===== src/rtl/pc_fetch_ctrl.sv =====
// pc_fetch_ctrl: fetch sequencer for IMEM req/rsp, decode hand-off and
// PC writeback operands (jr beats br; redirects flush in-flight fetches).
// Ports: clk, rst_n | pc | imem_req_{valid,addr,ready} imem_rsp_{valid,data}
//   | instr_valid instr instr_pc stall | br_{valid,base,imm} jr_{valid,reg,imm}
//   | pc_wb_en pc_mode pc_new imm reg_val flush
module pc_fetch_ctrl #(
  parameter int XLEN         = 64,
  parameter int ILEN         = 32,
  parameter int PC_MODE_BITS = 2
) (
  input  logic                    clk,
  input  logic                    rst_n,
  input  logic [XLEN-1:0]         pc,
  output logic                    imem_req_valid,
  output logic [XLEN-1:0]         imem_req_addr,
  input  logic                    imem_req_ready,
  input  logic                    imem_rsp_valid,
  input  logic [ILEN-1:0]         imem_rsp_data,
  output logic                    instr_valid,
  output logic [ILEN-1:0]         instr,
  output logic [XLEN-1:0]         instr_pc,
  input  logic                    stall,
  input  logic                    br_valid,
  input  logic [XLEN-1:0]         br_base,
  input  logic [ILEN-1:0]         br_imm,
  input  logic                    jr_valid,
  input  logic [XLEN-1:0]         jr_reg,
  input  logic [ILEN-1:0]         jr_imm,
  output logic                    pc_wb_en,
  output logic [PC_MODE_BITS-1:0] pc_mode,
  output logic [XLEN-1:0]         pc_new,
  output logic [ILEN-1:0]         imm,
  output logic [XLEN-1:0]         reg_val,
  output logic                    flush
);

  localparam logic [PC_MODE_BITS-1:0] PC_4   = PC_MODE_BITS'(0);
  localparam logic [PC_MODE_BITS-1:0] PC_IMM = PC_MODE_BITS'(1);
  localparam logic [PC_MODE_BITS-1:0] PC_REG = PC_MODE_BITS'(2);

  localparam logic [2:0] BOOT  = 3'd0;
  localparam logic [2:0] REQ   = 3'd1;
  localparam logic [2:0] WAIT  = 3'd2;
  localparam logic [2:0] HOLD  = 3'd3;
  localparam logic [2:0] DRAIN = 3'd4;

  logic [2:0] state;
  logic [2:0] state_nx;
  logic       redir;
  logic       consume;
  logic       hs;
  logic       capture;

  always_comb begin
    redir   = (state != BOOT) && (jr_valid || br_valid);
    hs      = (state == REQ) && imem_req_ready;
    consume = instr_valid && !stall;
    capture = (state == WAIT) && imem_rsp_valid
              && !instr_valid && !redir;
  end

  always_comb begin
    imem_req_valid = (state == REQ);
    imem_req_addr  = imem_req_valid ? pc : '0;
    pc_wb_en = 1'b0;
    pc_mode  = PC_4;
    pc_new   = '0;
    imm      = '0;
    reg_val  = '0;
    flush    = 1'b0;
    if (redir) begin
      pc_wb_en = 1'b1;
      flush    = 1'b1;
      if (jr_valid) begin
        pc_mode = PC_REG;
        reg_val = jr_reg;
        imm     = jr_imm;
      end else begin
        pc_mode = PC_IMM;
        pc_new  = br_base;
        imm     = br_imm;
      end
    end else if (consume) begin
      pc_wb_en = 1'b1;
      pc_new   = pc;
    end
  end

  // A redirect in WAIT only needs DRAIN while the response is still
  // owed; once it has arrived (same cycle or earlier) nothing is in flight.
  always_comb begin
    state_nx = state;
    case (state)
      BOOT: state_nx = REQ;
      REQ: begin
        if (hs) state_nx = redir ? DRAIN : WAIT;
      end
      WAIT: begin
        if (redir)
          state_nx = (imem_rsp_valid || instr_valid) ? REQ : DRAIN;
        else if (consume)
          state_nx = REQ;
        else if (instr_valid)
          state_nx = HOLD;
      end
      HOLD: begin
        if (redir || consume) state_nx = REQ;
      end
      DRAIN: begin
        if (imem_rsp_valid) state_nx = REQ;
      end
      default: state_nx = BOOT;
    endcase
  end

  always_ff @(posedge clk or negedge rst_n) begin
    if (!rst_n) begin
      state       <= BOOT;
      instr_valid <= 1'b0;
      instr       <= '0;
      instr_pc    <= '0;
    end else begin
      state <= state_nx;
      if (capture) begin
        instr_valid <= 1'b1;
        instr       <= imem_rsp_data;
        instr_pc    <= pc;
      end else if (consume || redir) begin
        instr_valid <= 1'b0;
      end
    end
  end

endmodule


===== config.mk =====
export PLATFORM = sky130hd
export DESIGN_NAME = pc_fetch_ctrl
export DESIGN_NICKNAME = d
export VERILOG_FILES = /design/src/rtl/pc_fetch_ctrl.sv
export SDC_FILE = /design/constraint.sdc
export NUM_CORES = 1
export LEC_CHECK = 0
export CAP_MARGIN = 20
export CORE_AREA = 2 2 239 241
export CTS_BUF_LIST = sky130_fd_sc_hd__clkbuf_2
export DETAILED_ROUTE_END_ITERATION = 8
export DIE_AREA = 0 0 241 243
export PLACE_DENSITY = 0.48
export SLEW_MARGIN = 20
export SYNTH_ARGS = -nofsm -noshare
export SYNTH_HDL_FRONTEND = slang
export SYNTH_SLANG_ARGS = --single-unit

===== constraint.sdc =====
create_clock -name clk -period 2.4 [get_ports clk]
set_input_delay 0.48 -clock clk [delete_from_list [all_inputs] [get_ports clk]]
set_output_delay 0.48 -clock clk [all_outputs]
set_load 0.02 [all_outputs]

---- Yosys cells after proc, flatten, opt, wreduce, memory -nomap -nowiden ----
Cells that the tools add are included.
word-level totals
  flip-flop bits (word level) ............. 100
  bits of input ports ..................... 295
  logic and storage cells ................. 52
  output and inout port bits .............. 326
operators by class
  mux-type cells .......................... 24
  reductions and logical operators ........ 16
  equality and inequality tests ........... 8
operator list
  kind                                                  count
  two-way mux 64 bit                                    6
  two-way mux 32 bit                                    2
  two-way mux 3 bit                                     8
  one-hot mux 3 bit (5 select lines)                    1
  equality test 3 x 2 -> 1 bit (second input constant)  2
  logical AND 1 bit                                     6
  two-way mux 1 bit                                     5
  two-way mux 2 bit                                     2
  != test 2 bit (second input constant)                 2
  != test 4 bit (second input constant)                 1
  AND reduction 4 bit                                   1
  equality test 3 x 1 -> 1 bit (second input constant)  1
  equality test 3 bit (second input constant)           1
  zero test 1 bit                                       3
  zero test 3 bit                                       1
  logical OR 1 bit                                      3
  nonzero test 3 bit                                    1
  != test 2 x 1 -> 1 bit (second input constant)        1
  nonzero test 2 bit                                    1

---- Logic depth before layout (Yosys ltp) ----
  depth after elaboration ................. 5
  depth in mapped cells ................... 8
  depth with buffers taken out ............ 4

---- Least setup slack after synthesis ----
No wires, ideal clock.
  kind .................................... register -> output
  start point ............................. register state[0]
  end point ............................... output pc_new[46]
  data required time ...................... 1.920 ns
  arrival time ............................ 1.780 ns
  slack ................................... 0.140 ns
  cell stages (with the launch flop) ...... 7
  path buffers ............................ 3
  cells stage by stage .................... dfrtp_1 > nor3_1 > or2_2 > buf_2 > buf_2 > clkbuf_1 > o21ai_0
between the ends
  longest elaborated chain between the ends .. 3
RTL lines
  element                   line  text
  start: declaration        47    logic [2:0] state;
  start signal: assignment  123   state <= state_nx;
  nonzero test 3 bit        55    redir = (state != BOOT) && (jr_valid || br_valid);
  logical AND 1 bit         55
  two-way mux 64 bit        71    if (redir) begin
  end: declaration          31    output logic [XLEN-1:0] pc_new,
No other way between the ends.

---- Worst setup path in the final report ----
  start point ............................. register state[1]
  end point ............................... output pc_new[7]
The elaborated chain is that of the path after synthesis.

==> metrics.cfg <==
[yosys]
syn_inst = 640
syn-cell-area_um2 = 6306
synth_compound_area_frac = 0.1026
synth_top_family_by_area = simple AND/OR/NAND/NOR gates
syn_nets = 935
post_synth.cell_area_avg_um2 = 9.853
synth_xor_area_frac = 0
synth-seq-cells = 100
ys_warn_count = 0
synth_mux_area_frac = 0.1887
ys_types = 28
synth-simple-area-share = 0.2663
synth-seq-area-share = 0.3968
synthAdderAreaFrac = 0

[worst_setup_path]
cp_common_cell = buf_12
r2r-start = state[1]
crit_chain = buf_6 > nor3_4 > or2_4 > buf_12 > buf_12 > clkbuf_16 > o21ai_1 > buf_4
crit_path_max_incr_delay_ns = 0.46
worstSetupEndpointType = output pin
slowest_stage = dfrtp_1
crit_start = state[1]
crit_type = flop to output pin
worstPathRequired_ns = 1.92
crit_fanout = 8
worst_setup_path_start_kind = flop
crit_arrival_ns = 2.50

[floorplan]
rows = 87
die_area_um2 = 58560
fp.dieW_um = 241
start_util = 0.1127
dieHeight_um = 243
core-area_um2 = 55950
ios = 621

[route]
num_vias = 7824
drtIter0Drc = 218
dr.pass1.iters = 4
drc = 0
ant_nets = 0
vias_per_cell = 3.751
wl_per_cell_um = 21.57
drt-total-wl_um = 44990

[global_routing]
grt_usage = 0.1377
antenna_found_initial = 16
overflow = 0
grt_start_max_net_pins = 64
grt_pass1_vias = 7781
grt_pass1_wl_um = 56450

[timing]
post-route-period-util = 1.241
setup_slack_ns = -0.5777
setup_viol = 229
hold_viol = 0
worst_pin_slew_ns = 0.4321
period_needed_ns = 2.978
fmax_mhz = 335.8
relSlewSlack = 0.7120
finalClockSkew_ns = 0.04868
slew_violations = 0
rsz0062_at_grt = true

[power_and_ir_drop]
peakVddDrop_uv = 598.4
p_leak_nw = 8.039
power_density_nw_per_um2 = 961.5

[finish]
layout_commonest_cell = clkdlybuf4s50_1
layout_common_cells = 309 x clkdlybuf4s50_1, 112 x buf_6, 100 x dfrtp_1
final_cells = 2086
drive_above_1_share = 0.4330
areaGrowthSynthToFinish_pct = 150.5
layout.nets = 1611
fin_util = 0.2823

[cts]
cts_tree = built
htreeDepth = 3
insertion_delay_ns = 0.80
clock-sinks = 100
numCtsBuffers = 9
cts_root_buffer = clkbuf_2
path_clk_slew_ns = 0.38
clockBufferDepth = 2

[job]
drv_cap = 0

[place]
port_buffers = 620
gp_congestion = 0.8430
dp_hpwl_um = 33870
dp_cells = 2007

[hold_path]
min_path_type = primary input to async pin

[outcome]
violations = negative setup slack
status = finished, violations left

==> cell type report <==
class / instances / area (µm²)
well taps: 756 / 945.9
diodes: 9 / 22.52
multi-input cells: 478 / 4165
fillers: 5964 / 40150
inverters: 1 / 3.754
repair buffers: 726 / 8059
clock inverters: 7 / 52.55
flip-flops and latches: 100 / 2502
clock buffers: 9 / 45.04
==> power breakdown <==
| group | internal [mW] | total, mW | switching [mW] |
|---|---|---|---|
| Clock | 0.144 | 0.860 | 0.716 |
| Combinational | 6.12 | 11.7 | 5.56 |
| Sequential | 2.33 | 2.64 | 0.311 |
==> cell families after synthesis <==
group / Yosys count
compound gates: 102
buf+inv: 62
flops: 100
mux: 96
simple gates: 280
==> per-stage QoR <==
stage | hold slack [ns] | instance area, µm² | power [mW] | setup TNS (ns) | setup WS [ns]
2_1_floorplan | 0.1844 | 6306 | 6.694 | 0 | 0.1404
3_3_place_gp | 0.4859 | 13890 | 11.69 | -57.06 | -0.5529
3_5_place_dp | 0.4911 | 13890 | 11.70 | -59.67 | -0.5878
4_1_cts | 0.0007885 | 14240 | 13.54 | -156.89 | -0.8010
5_1_grt | 0.02395 | 15780 | 15.96 | -155.80 | -0.8094
6_report | 0.1860 | 15800 | 15.19 | -105.92 | -0.5777
==> state kept, by name, summed over array words and instances, names as in the netlist <==
name	count
state	3
instr_valid	1
instr_pc	64
instr	32
==> cells in the mapped netlist <==
cell type  instances  share of area
or2_1              1        0.00099
o31a_1             1         0.0014
or2_2              1        0.00099
buf_6              4         0.0071
nor4_4             1         0.0034
mux2_4            29          0.069
o31ai_1            2         0.0024
or4b_2             1         0.0016
clkbuf_1          31          0.018
nand2_2            1        0.00099
o21ai_0           65          0.052
nor3b_2            1         0.0020
nand2_1            4         0.0024
nor2_1             2         0.0012
nor3_1             2         0.0016
buf_1              6         0.0036
nand2b_1          67          0.066
mux2_2            67           0.12
inv_1              1        0.00059
and2_1           128           0.13
nor4_1             1        0.00099
a22o_1            33          0.046
a2111oi_0          1         0.0014
nand4b_1           1         0.0014
nor2b_1            3         0.0030
buf_2             20          0.016
dfrtp_1          100           0.40
nand3_1           66          0.052
==> routing by layer <==
metal / GRT usage / vias to the layer above / part of all wire
met5: 0 / - / 0.0015
met4: 0.05773 / 10 / 0.041
met3: 0.04754 / 74 / 0.081
met2: 0.2658 / 421 / 0.53
met1: 0.1293 / 3743 / 0.34
li1: - / 3576 / -
==> repair_timing <==
action | 4_1_cts | 5_1_grt
cloned | 8 | 10
pin swaps | 4 | 17
setup endpoints to repair | 318 | 309
setup buffers | 14 | 26
gates resized for setup | 738 | 507
hold endpoints to repair | 100 | 0
hold buffers | 1 | 0
==> worst max-delay path, delay by kind of cell, from the launching register on <==
kind            cells  cell delay, ns
compound gates      1            0.08
simple gates        2            0.39
flops               1            0.46
buf+inv             5            0.78
==> final timing paths <==
check,to,slack [ns],cells past startpoint
worst max-delay path,pc_new[7],-0.58,8
worst min-delay path,instr_pc[55],0.19,3
worst max register to register,instr_pc[7],0.39,8
worst min register to register,instr[12],0.54,1
max in group asynchronous,instr[30],1.77,3
min in group clk,state[1],0.25,5
(Power assumes the default switching activity.)
==> RTL edit, RTL diff (same settings) <==
`ILEN`: 32 -> 48.
--- a/src/rtl/pc_fetch_ctrl.sv
+++ b/src/rtl/pc_fetch_ctrl.sv
@@ -5,7 +5,7 @@
 //   | pc_wb_en pc_mode pc_new imm reg_val flush
 module pc_fetch_ctrl #(
   parameter int XLEN         = 64,
-  parameter int ILEN         = 32,
+  parameter int ILEN         = 48,
   parameter int PC_MODE_BITS = 2
 ) (
   input  logic                    clk,
Ports: changed (5 resized); port bits go from 621 to 701. The function was not compared with the original's and may differ.
==> RTL edit against the unedited design <==
- the flow still finishes with violations (negative setup slack)
- total power grew 7.7%
- final area grew 7.9%
- synthesized area grew 14%
- sequential cell count grew 16
- routed wire length grew 5.9%
- clock skew shrank 4.5 ps
- worst setup slack lost 100 ps
- critical path type unchanged
- largest cell class unchanged
- largest power group unchanged
==> RTL edit: results (changes against the unedited design) <==
[status]
status=complete, but fails checks
violations=negative setup slack

[min_path]
worst_hold_path.endpoint=instr_pc[7]
worstHoldPathType=input port to register
hold_depth=2
worst_hold_startpoint=pc[7]

[worst_setup_path]
crit_path_max_fanout=6  ; -2
crit_end=pc_new[1]
critPathTopFamily=simple AND/OR/NAND/NOR gates
r2r_cells=7  ; -1
r2r_slack_ps=490  ; +100 ps
crit_path_start=state[0]
r2r-start=instr_valid
r2r-end=instr_pc[27]

[place]
port_buffers=700  ; +13%
place_area_um2=15400  ; +11%
dp_cells=2132  ; +6.2%
dp_hpwl_um=33900  ; about the same
gp_congestion=0.896  ; +6.3%
post-place-ws_ps=-598  ; -10.0 ps

[finish]
nNetsFinal=1840  ; +14%
largest_registers=instr_pc x64, instr x48, state x3
drive_above_1_share_pct=34.1  ; -9.2 points

[pwr]
power_density_nw_per_um2=959  ; -0.24%
ir_worst_vdd_mv=0.356  ; -40%
pg_clk_uw=1730  ; +100%
power_switching_uw=7020  ; +6.5%
pwr-share-seq_pct=19.2  ; +1.8 points
leakagePower_uw=0.00776  ; -3.5%

[cts]
clk_pin_slew_ps=250  ; -130 ps
cts-buffers-inserted=17  ; +8
cts-root-buf=clkbuf_2
ctsHtreeMaxLevel=4  ; +1
clock_path_buffers=2  ; unchanged
insertion_delay_ps=930  ; +130 ps

[synthesis]
syn_area_per_cell_um2=10.4  ; +5.6%
yosysSeqAreaShare_pct=40.2  ; +0.57 points
synth_commonest_cells=128 x and2_1, 116 x dfrtp_1, 69 x mux2_4, 67 x nand2b_1, 66 x nand3_1
synthTopCellsByArea=dfrtp_1 40%, mux2_4 14%, and2_1 11%
ys_types=27  ; -3.6%
syn_nets=1036  ; +11%

[sta]
finalClockSkew_ps=44.2  ; -4.50 ps
setup_ws_ps=-681  ; -103 ps
setup_tns_ps=-143080  ; -37160 ps
setup_violations=325  ; +42%
hold_ws_ps=222  ; +35.6 ps
worst_pin_slew_ps=712  ; +280 ps

[route]
drt_iter0_drc=297  ; +36%
totalWireLength_um=47700  ; +5.9%
wire_per_inst_um=21.0  ; -2.7%
vias_per_cell=3.83  ; +2.1%

[global_route]
grt_pass1_wl_um=61200  ; +8.4%
track_usage_pct=14.6  ; +0.79 points
grt_pass1_vias=9086  ; +17%
antenna_found_initial=7  ; -9
grt_max_degree=53  ; -17%

RTL edit: cells by family after synthesis:
logic type	after synthesis	share of synthesized area (%)
buf+inv	67	4.70
simple gates	280	23.1
mux	112	21.1
flops	116	40.2
compound gates	118	10.9
RTL edit: what timing repair did:
action                                  in CTS  in global routing
buffers inserted                            18                 14
hold endpoints to repair                   166                  0
endpoints found under the setup margin     358                358
gates resized for setup                    817                333
hold buffers                                52                  0
pin swaps                                   13                 19
cloned                                      11                 14
RTL edit: per-layer routing:
layer,wire length (um),global-route usage (%),up-vias
met2,25400,26.4,436
li1,-,-,4035
met1,17300,15.2,4150
met4,1500,6.46,6
met5,40,0,-
met3,3440,4.63,68
RTL edit: area by class of cell:
type                    count  area, um^2  area share [%]
clock buffers              17        85.1           0.499
repair buffers            851        8600            50.5
clock inverters            15         216            1.27
well taps                 756         946            5.55
diodes                      5        12.5          0.0734
flip-flops and latches    116        2900            17.0
inverters                   1        3.75          0.0220
multi-input cells         510        4280            25.1
